[config.mk]
export PLATFORM = sky130hd
export DESIGN_NAME = gp_writeback_scheduler
export DESIGN_NICKNAME = d
export VERILOG_FILES = /design/src/rtl/gp_writeback_scheduler_pkg.sv /design/src/rtl/gp_writeback_scheduler_scoreboard.sv /design/src/rtl/gp_writeback_scheduler.sv
export SDC_FILE = /design/constraint.sdc
export NUM_CORES = 1
export LEC_CHECK = 0
export BUFFER_PORTS_ARGS = -buffer_cell sky130_fd_sc_hd__buf_2
export CORE_ASPECT_RATIO = 1.75
export CORE_UTILIZATION = 58
export DETAILED_ROUTE_END_ITERATION = 8
export GPL_ROUTABILITY_DRIVEN = 0
export PLACE_DENSITY = 0.95
export SYNTH_ARGS = -nofsm -noshare
export SYNTH_HDL_FRONTEND = slang
export SYNTH_SLANG_ARGS = --single-unit
export TNS_END_PERCENT = 50
[constraint.sdc]
create_clock -name clk -period 7.9 [get_ports clk]
set_clock_uncertainty 0.05 [all_clocks]
set_input_delay 0.395 -clock clk [delete_from_list [all_inputs] [get_ports clk]]
set_output_delay 0.395 -clock clk [all_outputs]
set_load 0.05 [all_outputs]
[src/rtl/gp_writeback_scheduler_pkg.sv]
// Shared definitions for the writeback scheduler slice.
// Holds the default register index/data widths and the 1-bit requester
// encoding used by the round-robin writeback arbiter.
package gp_writeback_scheduler_pkg;

    localparam int unsigned IDX_W_DEF  = 5;
    localparam int unsigned DATA_W_DEF = 32;

    // Requester encoding stored in last_grant
    localparam logic GRANT_EX  = 1'b0;
    localparam logic GRANT_MEM = 1'b1;

endpackage

[src/rtl/gp_writeback_scheduler_scoreboard.sv]
// Register busy scoreboard: one busy bit per architectural register.
// Ports:
//   clk, rst                 clock, asynchronous active-high reset
//   set_en / set_idx         mark a register busy (decode claim)
//   clr_en / clr_idx         clear a register's busy bit (register-file write)
//   rs1_idx/rs2_idx          query indices
//   rs1_busy/rs2_busy        registered busy state of the queried registers
//   busy                     full registered busy vector
//   pending_count            popcount of the busy vector
module gp_scoreboard
    import gp_writeback_scheduler_pkg::*;
#(
    parameter int unsigned IDX_W = IDX_W_DEF
) (
    input  logic                      clk,
    input  logic                      rst,
    input  logic                      set_en,
    input  logic [IDX_W-1:0]          set_idx,
    input  logic                      clr_en,
    input  logic [IDX_W-1:0]          clr_idx,
    input  logic [IDX_W-1:0]          rs1_idx,
    input  logic [IDX_W-1:0]          rs2_idx,
    output logic                      rs1_busy,
    output logic                      rs2_busy,
    output logic [(1 << IDX_W)-1:0]   busy,
    output logic [IDX_W:0]            pending_count
);

    localparam int unsigned DEPTH = 1 << IDX_W;

    logic [DEPTH-1:0] busy_next;

    // Next scoreboard: clear applied first so a same-index set wins; bit 0 never busy
    always_comb begin
        busy_next = busy;
        if (clr_en) begin
            busy_next[clr_idx] = 1'b0;
        end
        if (set_en) begin
            busy_next[set_idx] = 1'b1;
        end
        busy_next[0] = 1'b0;
    end

    always_ff @(posedge clk or posedge rst) begin
        if (rst) begin
            busy <= '0;
        end else begin
            busy <= busy_next;
        end
    end

    // Queries see only the registered state, no same-cycle bypass
    assign rs1_busy = busy[rs1_idx];
    assign rs2_busy = busy[rs2_idx];

    always_comb begin
        pending_count = '0;
        for (int i = 0; i < DEPTH; i++) begin
            pending_count = pending_count + {{IDX_W{1'b0}}, busy[i]};
        end
    end

endmodule

[src/rtl/gp_writeback_scheduler.sv]
// Writeback scheduler: tracks destination-register claims from decode and
// arbitrates execute/load-unit writebacks onto a single register-file port.
// Ports:
//   clk, rst                                 clock, asynchronous active-high reset
//   issue_valid/issue_idx/issue_ready        decode destination claim handshake
//   ex_valid/ex_idx/ex_data/ex_ready         execute-stage writeback request
//   mem_valid/mem_idx/mem_data/mem_ready     load-unit writeback request
//   rf_write_enable/idx/data                 registered register-file write port
//   rs1_idx/rs2_idx -> rs1_busy/rs2_busy     combinational scoreboard query
//   pending_count                            number of busy registers
//   orphan_error                             sticky: write to a non-busy register
module gp_writeback_scheduler
    import gp_writeback_scheduler_pkg::*;
#(
    parameter int unsigned IDX_W  = IDX_W_DEF,
    parameter int unsigned DATA_W = DATA_W_DEF
) (
    input  logic              clk,
    input  logic              rst,
    input  logic              issue_valid,
    input  logic [IDX_W-1:0]  issue_idx,
    output logic              issue_ready,
    input  logic              ex_valid,
    input  logic [IDX_W-1:0]  ex_idx,
    input  logic [DATA_W-1:0] ex_data,
    output logic              ex_ready,
    input  logic              mem_valid,
    input  logic [IDX_W-1:0]  mem_idx,
    input  logic [DATA_W-1:0] mem_data,
    output logic              mem_ready,
    output logic              rf_write_enable,
    output logic [IDX_W-1:0]  rf_write_idx,
    output logic [DATA_W-1:0] rf_write_data,
    input  logic [IDX_W-1:0]  rs1_idx,
    input  logic [IDX_W-1:0]  rs2_idx,
    output logic              rs1_busy,
    output logic              rs2_busy,
    output logic [IDX_W:0]    pending_count,
    output logic              orphan_error
);

    localparam int unsigned DEPTH = 1 << IDX_W;

    logic [DEPTH-1:0]  busy;
    logic              last_grant;
    logic              issue_fire;
    logic              accept;
    logic [IDX_W-1:0]  sel_idx;
    logic [DATA_W-1:0] sel_data;

    gp_scoreboard #(
        .IDX_W (IDX_W)
    ) u_scoreboard (
        .clk           (clk),
        .rst           (rst),
        .set_en        (issue_fire),
        .set_idx       (issue_idx),
        .clr_en        (rf_write_enable),
        .clr_idx       (rf_write_idx),
        .rs1_idx       (rs1_idx),
        .rs2_idx       (rs2_idx),
        .rs1_busy      (rs1_busy),
        .rs2_busy      (rs2_busy),
        .busy          (busy),
        .pending_count (pending_count)
    );

    // Register 0 is never busy, so it can always be claimed
    assign issue_ready = !rst && (!busy[issue_idx] || (issue_idx == '0));
    assign issue_fire  = issue_valid && issue_ready;

    // Round-robin: on contention the requester not granted last wins
    always_comb begin
        ex_ready  = 1'b0;
        mem_ready = 1'b0;
        if (!rst) begin
            if (ex_valid && (!mem_valid || (last_grant == GRANT_MEM))) begin
                ex_ready = 1'b1;
            end else if (mem_valid) begin
                mem_ready = 1'b1;
            end
        end
    end

    assign accept   = ex_ready || mem_ready;
    assign sel_idx  = mem_ready ? mem_idx  : ex_idx;
    assign sel_data = mem_ready ? mem_data : ex_data;

    // Output register, grant history and sticky orphan detection
    always_ff @(posedge clk or posedge rst) begin
        if (rst) begin
            last_grant      <= GRANT_MEM;
            rf_write_enable <= 1'b0;
            rf_write_idx    <= '0;
            rf_write_data   <= '0;
            orphan_error    <= 1'b0;
        end else begin
            // Writes to register 0 are accepted but dropped
            rf_write_enable <= accept && (sel_idx != '0);
            if (accept) begin
                last_grant    <= mem_ready ? GRANT_MEM : GRANT_EX;
                rf_write_idx  <= sel_idx;
                rf_write_data <= sel_data;
                if ((sel_idx != '0) && !busy[sel_idx]) begin
                    orphan_error <= 1'b1;
                end
            end
        end
    end

endmodule

==> reports/summary.txt <==
Adder-cell share of the synthesized area = 11.1%
Placed cells = 741
Slew at the pin with the worst max-slew slack = 0.944 ns
RR Endpoint = orphan_error
Final Hold Fails = 0
Post-synthesis cell count = 503
I/O Pins = 144
Antenna violations before repair = 0
Worst setup margin = 2.04 ns
MaxCap Viol Count = 0
Routed via count = 4729
Antenna Nets Post-Route = 0
Core Area = 8670 um2
CTS Sinks = 71
Gr busiest metal = met2
Req. time, crit path = 7.46 ns
FFs w/ async S/R, synth = 100%
Largest net degree at the start of global routing = 74
Cts hold-fix bufs = 0
Compound-Gate Fraction of Synth Area = 16.1%
Global Route Usage Sum = 33.5%
Most used DFF post-synth = dfrtp_1
Die Wd = 73.4 um
Fillcell total = 615
Post-Synth Simple-Gate Area = 11.0%
H-tree depth = 3
Share of post-route cells with drive strength above 1 = 33.1%
Antenna cells = 0
Slew Limit Fails = 0
Post-CTS sizing = 0
Root Driver = clkbuf_16
Hold Crit Class = input pin to flip-flop
Sequential fraction of the synthesis area = 34.4%
GR Overflow Total = 0
Synth top area share = 33.9%
FP Rows = 45
Cell area after synthesis = 5170 um2
CTS Buf Count = 9
Xor and xnor area share after synthesis = 0.508%
Vias in the first global route = 4738
Seq cells post-synth = 71
Multi-input gate area = 3080 um2
Grt met3 use = 6.99%
WL/cell = 18.9 um
CTS clk-pin slew, worst paths = 0.06 ns
Ys Warns = 0
Layout area overhead = 21.3%
Final wirelength = 14.3 mm
CTS tree = built
DRT iter0 DRCs = 626
Final setup vio count = 0
HPWL Detailed = 11.1 mm
Post-route non-filler standard cell count = 757
CP max FO = 6
Reg2Reg Setup Slack = 5.15 ns
Outcome = finished clean
Crit Path Class = flip-flop to primary output
Final period util = 74.2%
First drt pass iteration count = 9
Clock buffer depth = 2
Crit path launch type = flip-flop
Post-Syn Nets = 629
Main combinational cell family by area after synthesis = multiplexers
Met1 usage in global routing = 36.3%
Worst setup EP type = primary output
Post-synthesis mux area share = 20.6%
Sequential cell area = 1780 um2
Met2 Resource Use GR = 55.4%
Setup Buffers After CTS = 0
Library cells used by synthesis = 54
Clock Latency Late Sink = 0.34 ns
Die height = 127 um
Critical Path Source = u_scoreboard.busy[1]
Final setup TNS = 0 ns
Synth area leader = dfrtp_1
Die area = 9310 um2
Post-synth top cells = 71 x o21ai_0, 70 x dfrtp_1, 55 x inv_1, 50 x nand2_1, 39 x mux2i_1
Most frequent cell after synthesis = o21ai_0
Worst Path Arrival = 5.41 ns
Via density = 6.25
Fmax = 171 MHz
Initial core utilization = 59.6%
Slew HR = 37.0%
RSZ-0062 raised after global routing = false
Synth area leaders = dfrtp_1 34%, mux4_2 12%, fa_1 8.9%
Residual DRC count = 0
Global-route wire length before repair = 23.1 mm
Final design utilization = 72.3%
R2R Path Start = last_grant
Period minus WS final = 5.86 ns
Syn_area_per_cell = 10.3 um2
Setup crit end = pending_count[5]
Pre-CTS setup slack = 2.38 ns
Post-synth EDFFs = 0
Worst Reg-to-Reg Cells = 8
Final nets = 761
Port Buffers = 143
## layout by cell type, fill, tap and decap left out, drive strengths merged, types with 8 or more instances in the layout
master / Yosys / layout
inv: 56 / 59
a21oi: 8 / 8
fa: 23 / 23
nand3: 15 / 15
mux2i: 39 / 39
o21ai: 99 / 99
o31ai: 8 / 8
mux4: 27 / 27
nand2: 50 / 50
dfrtp: 70 / 70
clkbuf: 16 / 9
ha: 9 / 9
buf: 8 / 145
## cell type report
class / count / share of cell area, %
Sequential cell: 71 / 28.4
Clock inverter: 7 / 1.62
Inverter: 57 / 3.41
Tap cell: 117 / 2.33
Clock buffer: 9 / 3.59
Multi-Input combinational cell: 351 / 49.0
Timing Repair Buffer: 145 / 11.7
## registers in the layout, summed over array words and instances (netlist names)
register / flops
rf_write_data: 32
u_scoreboard.busy: 31
rf_write_idx: 5
last_grant: 1
orphan_error: 1
rf_write_enable: 1
## critical path, cell delays in order, from the launching register on
cell and delay, ns:
dfrtp_1 0.43, ha_1 0.31, inv_1 0.10, fa_1 0.44
fa_1 0.40, inv_1 0.08, fa_1 0.45, fa_1 0.52
fa_1 0.54, inv_1 0.05, fa_1 0.59, inv_1 0.06
ha_1 0.28, a21o_1 0.18, a21oi_1 0.23, nor2b_1 0.08
o21a_1 0.16, buf_2 0.20
## routing by layer
metal	wire length (um)	part of all wire [%]
met4	1080	7.5
met1	4670	33
met2	7360	51
met3	1210	8.4
met5	0	0
## stage by stage
| step | hold WS (ns) | cell area (um2) |
|---|---|---|
| 3_3_place_gp | 0.406 | 5940 |
| 4_1_cts | 0.288 | 6270 |
| 6_report | 0.294 | 6270 |
| 5_1_grt | 0.309 | 6270 |
| 3_5_place_dp | 0.420 | 5940 |
| 2_1_floorplan | 0.426 | 5170 |
## kinds of logic (layout without fill, tap and decap cells)
| logic type | after synthesis | in the layout |
|---|---|---|
| buffers and inverters | 81 | 218 |
| flip-flops | 71 | 71 |
| adder cells (fa/ha/maj) | 32 | 32 |
| AO/OA/AOI/OAI | 140 | 140 |
| XOR/XNOR | 3 | 3 |
| AND/OR/NAND/NOR | 104 | 104 |
| multiplexers | 72 | 72 |
## worst min path at each step
| stage | start | to | slack (ns) | cells past startpoint |
|---|---|---|---|---|
| floorplan | last_grant | last_grant | 0.43 | 2 |
| global placement | rf_write_data[9] | rf_write_data[9] | 0.41 | 2 |
| detailed placement | rf_write_data[27] | rf_write_data[27] | 0.42 | 2 |
| CTS | ex_data[15] | rf_write_data[15] | 0.29 | 3 |
| global route | ex_data[17] | rf_write_data[17] | 0.31 | 3 |
| finish | ex_data[15] | rf_write_data[15] | 0.29 | 3 |
Power is not shown: default switching activity piles up to over one toggle a cycle in this logic, so the estimate is an artifact.
